--- src/rtl/iq_unpack_8to32.sv ---
`default_nettype none
// +--------------------------------------------------------------------------+
// | iq_unpack_8to32: expands each packed 4x8-bit IQ word into four {I16,Q16}  |
// | samples. Define IQ_UNPACK_ROUND_EN for a half-step low-bit offset.        |
// | Rev 1.0                                                                   |
// +--------------------------------------------------------------------------+
module iq_unpack_8to32 #(
  parameter int MSB_FIRST = 1
) (
  input  logic        clk,
  input  logic        reset,
  input  logic [31:0] i_tdata,
  input  logic        i_tlast,
  input  logic        i_tvalid,
  output logic        i_tready,
  output logic [31:0] o_tdata,
  output logic        o_tlast,
  output logic        o_tvalid,
  input  logic        o_tready
);

`ifdef IQ_UNPACK_ROUND_EN
  localparam logic [8:0] C_LOW_BITS = 9'h100;
`else
  localparam logic [8:0] C_LOW_BITS = 9'h000;
`endif

  typedef enum logic [0:0] {
    S_IDLE = 1'b0,
    S_EMIT = 1'b1
  } state_t;

  state_t      r_state, w_state_nxt;
  logic [1:0]  r_beat, w_beat_nxt;
  logic [31:0] r_hold, w_hold_nxt;
  logic        r_last, w_last_nxt;

  logic [1:0]  w_lane;
  logic [7:0]  w_byte;
  logic [15:0] w_i16, w_q16;

  always_ff @(posedge clk or posedge reset) begin
    if (reset) begin
      r_state <= S_IDLE;
      r_beat  <= 2'd0;
      r_hold  <= 32'h0;
      r_last  <= 1'b0;
    end else begin
      r_state <= w_state_nxt;
      r_beat  <= w_beat_nxt;
      r_hold  <= w_hold_nxt;
      r_last  <= w_last_nxt;
    end
  end

  always_comb begin
    w_state_nxt = r_state;
    w_beat_nxt  = r_beat;
    w_hold_nxt  = r_hold;
    w_last_nxt  = r_last;
    i_tready    = 1'b0;
    case (r_state)
      S_IDLE: begin
        i_tready = 1'b1;
        if (i_tvalid) begin
          w_hold_nxt  = i_tdata;
          w_last_nxt  = i_tlast;
          w_beat_nxt  = 2'd0;
          w_state_nxt = S_EMIT;
        end
      end
      S_EMIT: begin
        // Input is only taken on the final beat so the next word follows with no bubble.
        i_tready = (r_beat == 2'd3) && o_tready;
        if (o_tready) begin
          if (r_beat == 2'd3) begin
            w_beat_nxt = 2'd0;
            if (i_tvalid) begin
              w_hold_nxt = i_tdata;
              w_last_nxt = i_tlast;
            end else begin
              w_state_nxt = S_IDLE;
            end
          end else begin
            w_beat_nxt = r_beat + 2'd1;
          end
        end
      end
      default: w_state_nxt = S_IDLE;
    endcase
  end

  assign w_lane  = (MSB_FIRST != 0) ? (2'd3 - r_beat) : r_beat;
  assign w_byte  = r_hold[{w_lane, 3'b000} +: 8];
  assign w_i16   = {{4{w_byte[7]}}, w_byte[6:4], C_LOW_BITS};
  assign w_q16   = {{4{w_byte[3]}}, w_byte[2:0], C_LOW_BITS};

  // Data is forced to zero while idle so the rounding offset never shows on an invalid bus.
  assign o_tvalid = (r_state == S_EMIT);
  assign o_tlast  = o_tvalid && r_last && (r_beat == 2'd3);
  assign o_tdata  = o_tvalid ? {w_i16, w_q16} : 32'h0;

endmodule
`default_nettype wire

--- config.mk ---
export PLATFORM = sky130hd
export DESIGN_NAME = iq_unpack_8to32
export DESIGN_NICKNAME = d
export VERILOG_FILES = /design/src/rtl/iq_unpack_8to32.sv
export SDC_FILE = /design/constraint.sdc
export NUM_CORES = 1
export LEC_CHECK = 0
export CAP_MARGIN = 20
export CORE_ASPECT_RATIO = 0.8
export CORE_MARGIN = 2
export CORE_UTILIZATION = 36
export DETAILED_ROUTE_END_ITERATION = 12
export HOLD_SLACK_MARGIN = 0.12
export SYNTH_ARGS = -nofsm -noshare
export SYNTH_HDL_FRONTEND = slang
export SYNTH_SLANG_ARGS = --single-unit
--- constraint.sdc ---
create_clock -name clk -period 2.5 [get_ports clk]
set_input_delay 0.5 -clock clk [delete_from_list [all_inputs] [get_ports clk]]
set_output_delay 0.5 -clock clk [all_outputs]
set_load 0.05 [all_outputs]
Word level (Yosys, flattened, before mapping)
Cells that the tools add are included.
{"block": "classes", "muxes": 18, "n_bitwise": 1, "shifts": 1, "n_eq_ne": 4, "n_reduce_logical": 5, "n_addsub": 2}
{"cell": "$mux W32", "count": 4}
{"cell": "$pmux W32 S2", "count": 1}
{"cell": "$shiftx A32 B6 Y8", "count": 1}
{"cell": "$mux W1", "count": 6}
{"cell": "$mux W2", "count": 3}
{"cell": "$pmux W1 S2", "count": 3}
{"cell": "$ne A2 B2 Y1 const B", "count": 2}
{"cell": "$pmux W2 S2", "count": 1}
{"cell": "$reduce_and A2 Y1", "count": 2}
{"cell": "$logic_and A1 B1 Y1", "count": 3}
{"cell": "$add A2 B1 Y2 const B", "count": 1}
{"cell": "$eq A2 B2 Y1 const B", "count": 1}
{"cell": "$ne A2 B1 Y1 const B", "count": 1}
{"cell": "$sub A2 B2 Y2 const A", "count": 1}
{"cell": "$not A1 Y1", "count": 1}
{"block": "word_totals", "inputBits": 37, "wordCells": 35, "regBits": 36, "output_inout_bits": 35}

Longest topological paths before layout
{"block": "logic_depth", "depth_word": 4, "depth_mapped": 5, "ltp_nobuf": 3}

Least setup slack after synthesis
Ideal clock, no wire load.
{"block": "synth_timing", "kind": "reg2out", "from": "register r_state, in the netlist o_tvalid", "to": "output port o_tdata[13]", "stages_incl_launch_ff": 6, "required_ns": 2.000, "arrival_time_ns": 2.346, "slack_ns": -0.346, "path_buffers": 3, "cell_sequence": "dfrtp_1 > buf_2 > nand2b_1 > buf_1 > o22ai_1 > buf_4"}
{"block": "synth_via", "elab_chain_len": 1}
{"item": "start: declaration", "line": "33", "source": "state_t r_state, w_state_nxt;"}
{"item": "start signal: assignment", "line": "49", "source": "r_state <= w_state_nxt;"}
{"item": "$mux W32", "line": "101", "source": "assign o_tdata = o_tvalid ? {w_i16, w_q16} : 32'h0;"}
{"item": "end: declaration", "line": "16", "source": "output logic [31:0] o_tdata,"}
Every way passes these cells.

Worst setup path in the final report
{"block": "layout_timing", "from": "register r_state, in the netlist o_tvalid", "to": "output port o_tdata[14]"}
Same word-level chain as after synthesis.

==> out/qor.csv <==
stage,metric,value,unit
routing,DR pass1 iterations,4,
layout,area grow syn2layout,30.4,%
floorplan,core area,6310,sq um
floorplan,Starting Density,36.8,%
global_routing,largest net degree at the start of global routing,38,
power,Max rail drop VDD,0.00113,V
global_routing,antenna violations before repair,0,
worst_setup_path,crit path kind,register to output port,
clock_network,Root Buffer,clkbuf_8,
floorplan,cell row count,26,
clock_network,CTS tree,yes,
worst_setup_path,element type at the critical path end,output port,
routing,Post-DRT Antenna Nets,0,
worst_setup_path,Critical Path RT,2.00,ns
yosys,cell taking the most area after synthesis,dfrtp_1,
power,Power per Cell Area,1560,nW/um^2
timing,Max transition margin,35.8,%
floorplan,Die X,93.8,um
floorplan,die height,75.8,um
global_routing,vias in the first global route,1576,
clock_network,"Setup Fix Bufs, Post-CTS",0,
global_routing,total global-route track usage,15.2,%
layout,# diodes,0,
global_routing,first-pass GRT wire length,8120,um
clock_network,clock insertion delay at the later pin of the skew report,0.29,ns
yosys,Post-Syn Instances,219,
global_routing,GRT overflow,0,
status,outcome,completed,
place,RD Place Congestion,0.705,
routing,DRT iter0 DRCs,109,
layout,post-layout util,48.0,%
timing,fin. max-slew vios,0,
timing,Slew @ Worst Pin,0.963,ns
clock_network,Longest Clk Path Bufs,2,
layout,ratio of cells with drive above 1 in the final layout,25.3,%
timing,Max Clock Skew,0.00450,ns
timing,Tmin final,2.32,ns
clock_network,clock sink count,36,
routing,drt total wl,5110,um
yosys,"Seq/Total Area, Yosys",38.8,%
worst_setup_path,crit-path max FO,9,
worst_setup_path,startpoint types,register,
floorplan,io pins,72,
clock_network,Inserted Clock Buffers,5,
yosys,synthesized flop and latch total,36,
timing,final period utilization,92.7,%
yosys,top-area cell type share of the netlist area,38.8,%
yosys,Synth warnings,0,
worst_setup_path,CP Data Arrival Time,1.82,ns
worst_hold_path,worst min-delay path class,register to register,
floorplan,Die ar.,7110,sq um
flow_run,Max-Cap Viols,0,
yosys,Avg Inst Size Synth,10.6,sq um
place,dpl hpwl,3460,um
timing,Final Hold Viols,0,
clock_network,clock-pin slew on the worst setup and hold paths,0.07,ns
timing,Final setup viols,0,
clock_network,post-cts resize count,0,
routing,residual DRC count,0,
yosys,Netlist cell types,22,
yosys,cell area after synthesis,2320,sq um
yosys,Synth area leaders,"dfrtp_1 (39%), o32ai_2 (21%), buf_4 (10%)",
layout,final non-filler cell total,349,
routing,DR vias,1637,
clock_network,CTS H-tree depth,2,
routing,Via density,4.69,
timing,unrepaired setup endpoints after global routing,false,
power,Leak Pwr,1.40,nW
routing,WL per Instance,14.6,um
timing,Peak Freq,431,MHz
layout,"Net count, final",302,
clock_network,CTS Hold Bufs,0,
place,Post-Place Cells,341,
place,I/O Buffers,53,
[layout make-up]
class	count	area, sq um
clock buffer	8	90.1
multi-input combinational	122	1040
fill	617	3280
timing repair buffer	64	761
tap	84	105
sequential	36	901
inverter	35	131
[critical path: stages (launching register included)]
cell and delay (ns):
dfrtp_1 0.58, nand2b_1 0.34, o22ai_1 0.26, buf_4 0.21, buf_12 0.15
[per-stage QoR]
| stage | setup slack (ns) | TNS (ns) | power (mW) | hold WS (ns) | instance area (sq um) |
|---|---|---|---|---|---|
| final | 0.182 | 0 | 4.72 | 0.549 | 3030 |
| after global placement | 0.332 | 0 | 4.27 | 0.534 | 2940 |
| after CTS | 0.167 | 0 | 4.76 | 0.550 | 3030 |
| after global routing | 0.0590 | 0 | 4.97 | 0.578 | 3030 |
| after floorplan | -0.346 | -2.08 | 3.16 | 0.518 | 2390 |
| after detailed placement | 0.283 | 0 | 4.32 | 0.539 | 2940 |
[routing by layer]
metal	wire length, um	vias up	share of wire, %	GRT usage (%)
li1	-	797	-	-
met1	2480	782	49	21.4
met2	2270	53	44	22.9
met3	310	5	6.1	4.75
met4	50	0	0.98	3.86
met5	0	-	0	0
[registers in the layout, summed over array words and instances (netlist names)]
name and flops:
r_hold 32, r_beat 2, r_last 1, o_tvalid 1
[kinds of logic after synthesis]
| group | count (synthesis) | synth area share, % |
|---|---|---|
| other | 1 | 0.161 |
| DFF | 36 | 38.8 |
| buffers and inverters | 78 | 19.5 |
| adders and majority gates | 1 | 0.539 |
| AOI/OAI and AO/OA | 43 | 25.5 |
| muxes | 19 | 8.19 |
| and+or+nand+nor | 41 | 7.27 |
[synthesized netlist by cell type]
master	n
mux2i_1	19
nand2b_1	2
o22ai_1	8
nor2_1	1
clkbuf_1	3
ha_1	1
a32o_1	1
buf_6	5
buf_4	32
and3_1	2
conb_1	1
dfrtp_1	36
buf_1	1
buf_2	1
o32ai_2	30
nand2_1	34
a21boi_4	1
clkbuf_2	1
inv_1	35
o32ai_1	3
or2_2	1
nor2b_1	1
[power breakdown]
group / leakage [nW] / switching (mW) / total [mW] / internal [mW]
logic: 0.919 / 1.70 / 3.26 / 1.55
clock network: 0.0455 / 0.212 / 0.437 / 0.225
registers: 0.438 / 0.158 / 1.02 / 0.865
total: 1.40 / 2.07 / 4.72 / 2.64
[cells in the final DEF, fill, tap and decap left out]
cell and count:
nor2b_4 1, clkbuf_8 6, nand2_1 34, clkdlybuf4s50_1 37
or2_2 1, buf_12 15, dfrtp_1 36, o32ai_1 3
o22ai_1 8, o32ai_2 30, a21boi_4 1, nor2_1 1
mux2i_1 19, inv_1 35, nand2b_1 2, buf_4 12
and3_1 1, a32o_1 1, clkbuf_1 2, conb_1 18
ha_1 1, and3_2 1
[path summary, 6_finish.rpt]
kind,start,to,slack (ns),depth (start not counted)
setup / recovery,o_tvalid,o_tdata[14],0.18,4
hold / removal,r_hold[23],r_hold[23],0.55,2
setup reg to reg,r_beat[1],r_hold[23],0.41,4
hold reg to reg,r_hold[23],r_hold[23],0.55,2
max in group asynchronous,reset,r_beat[0],1.55,3
min in group asynchronous,reset,r_hold[21],0.61,3
No activity file was read; power rests on OpenSTA's default activity.
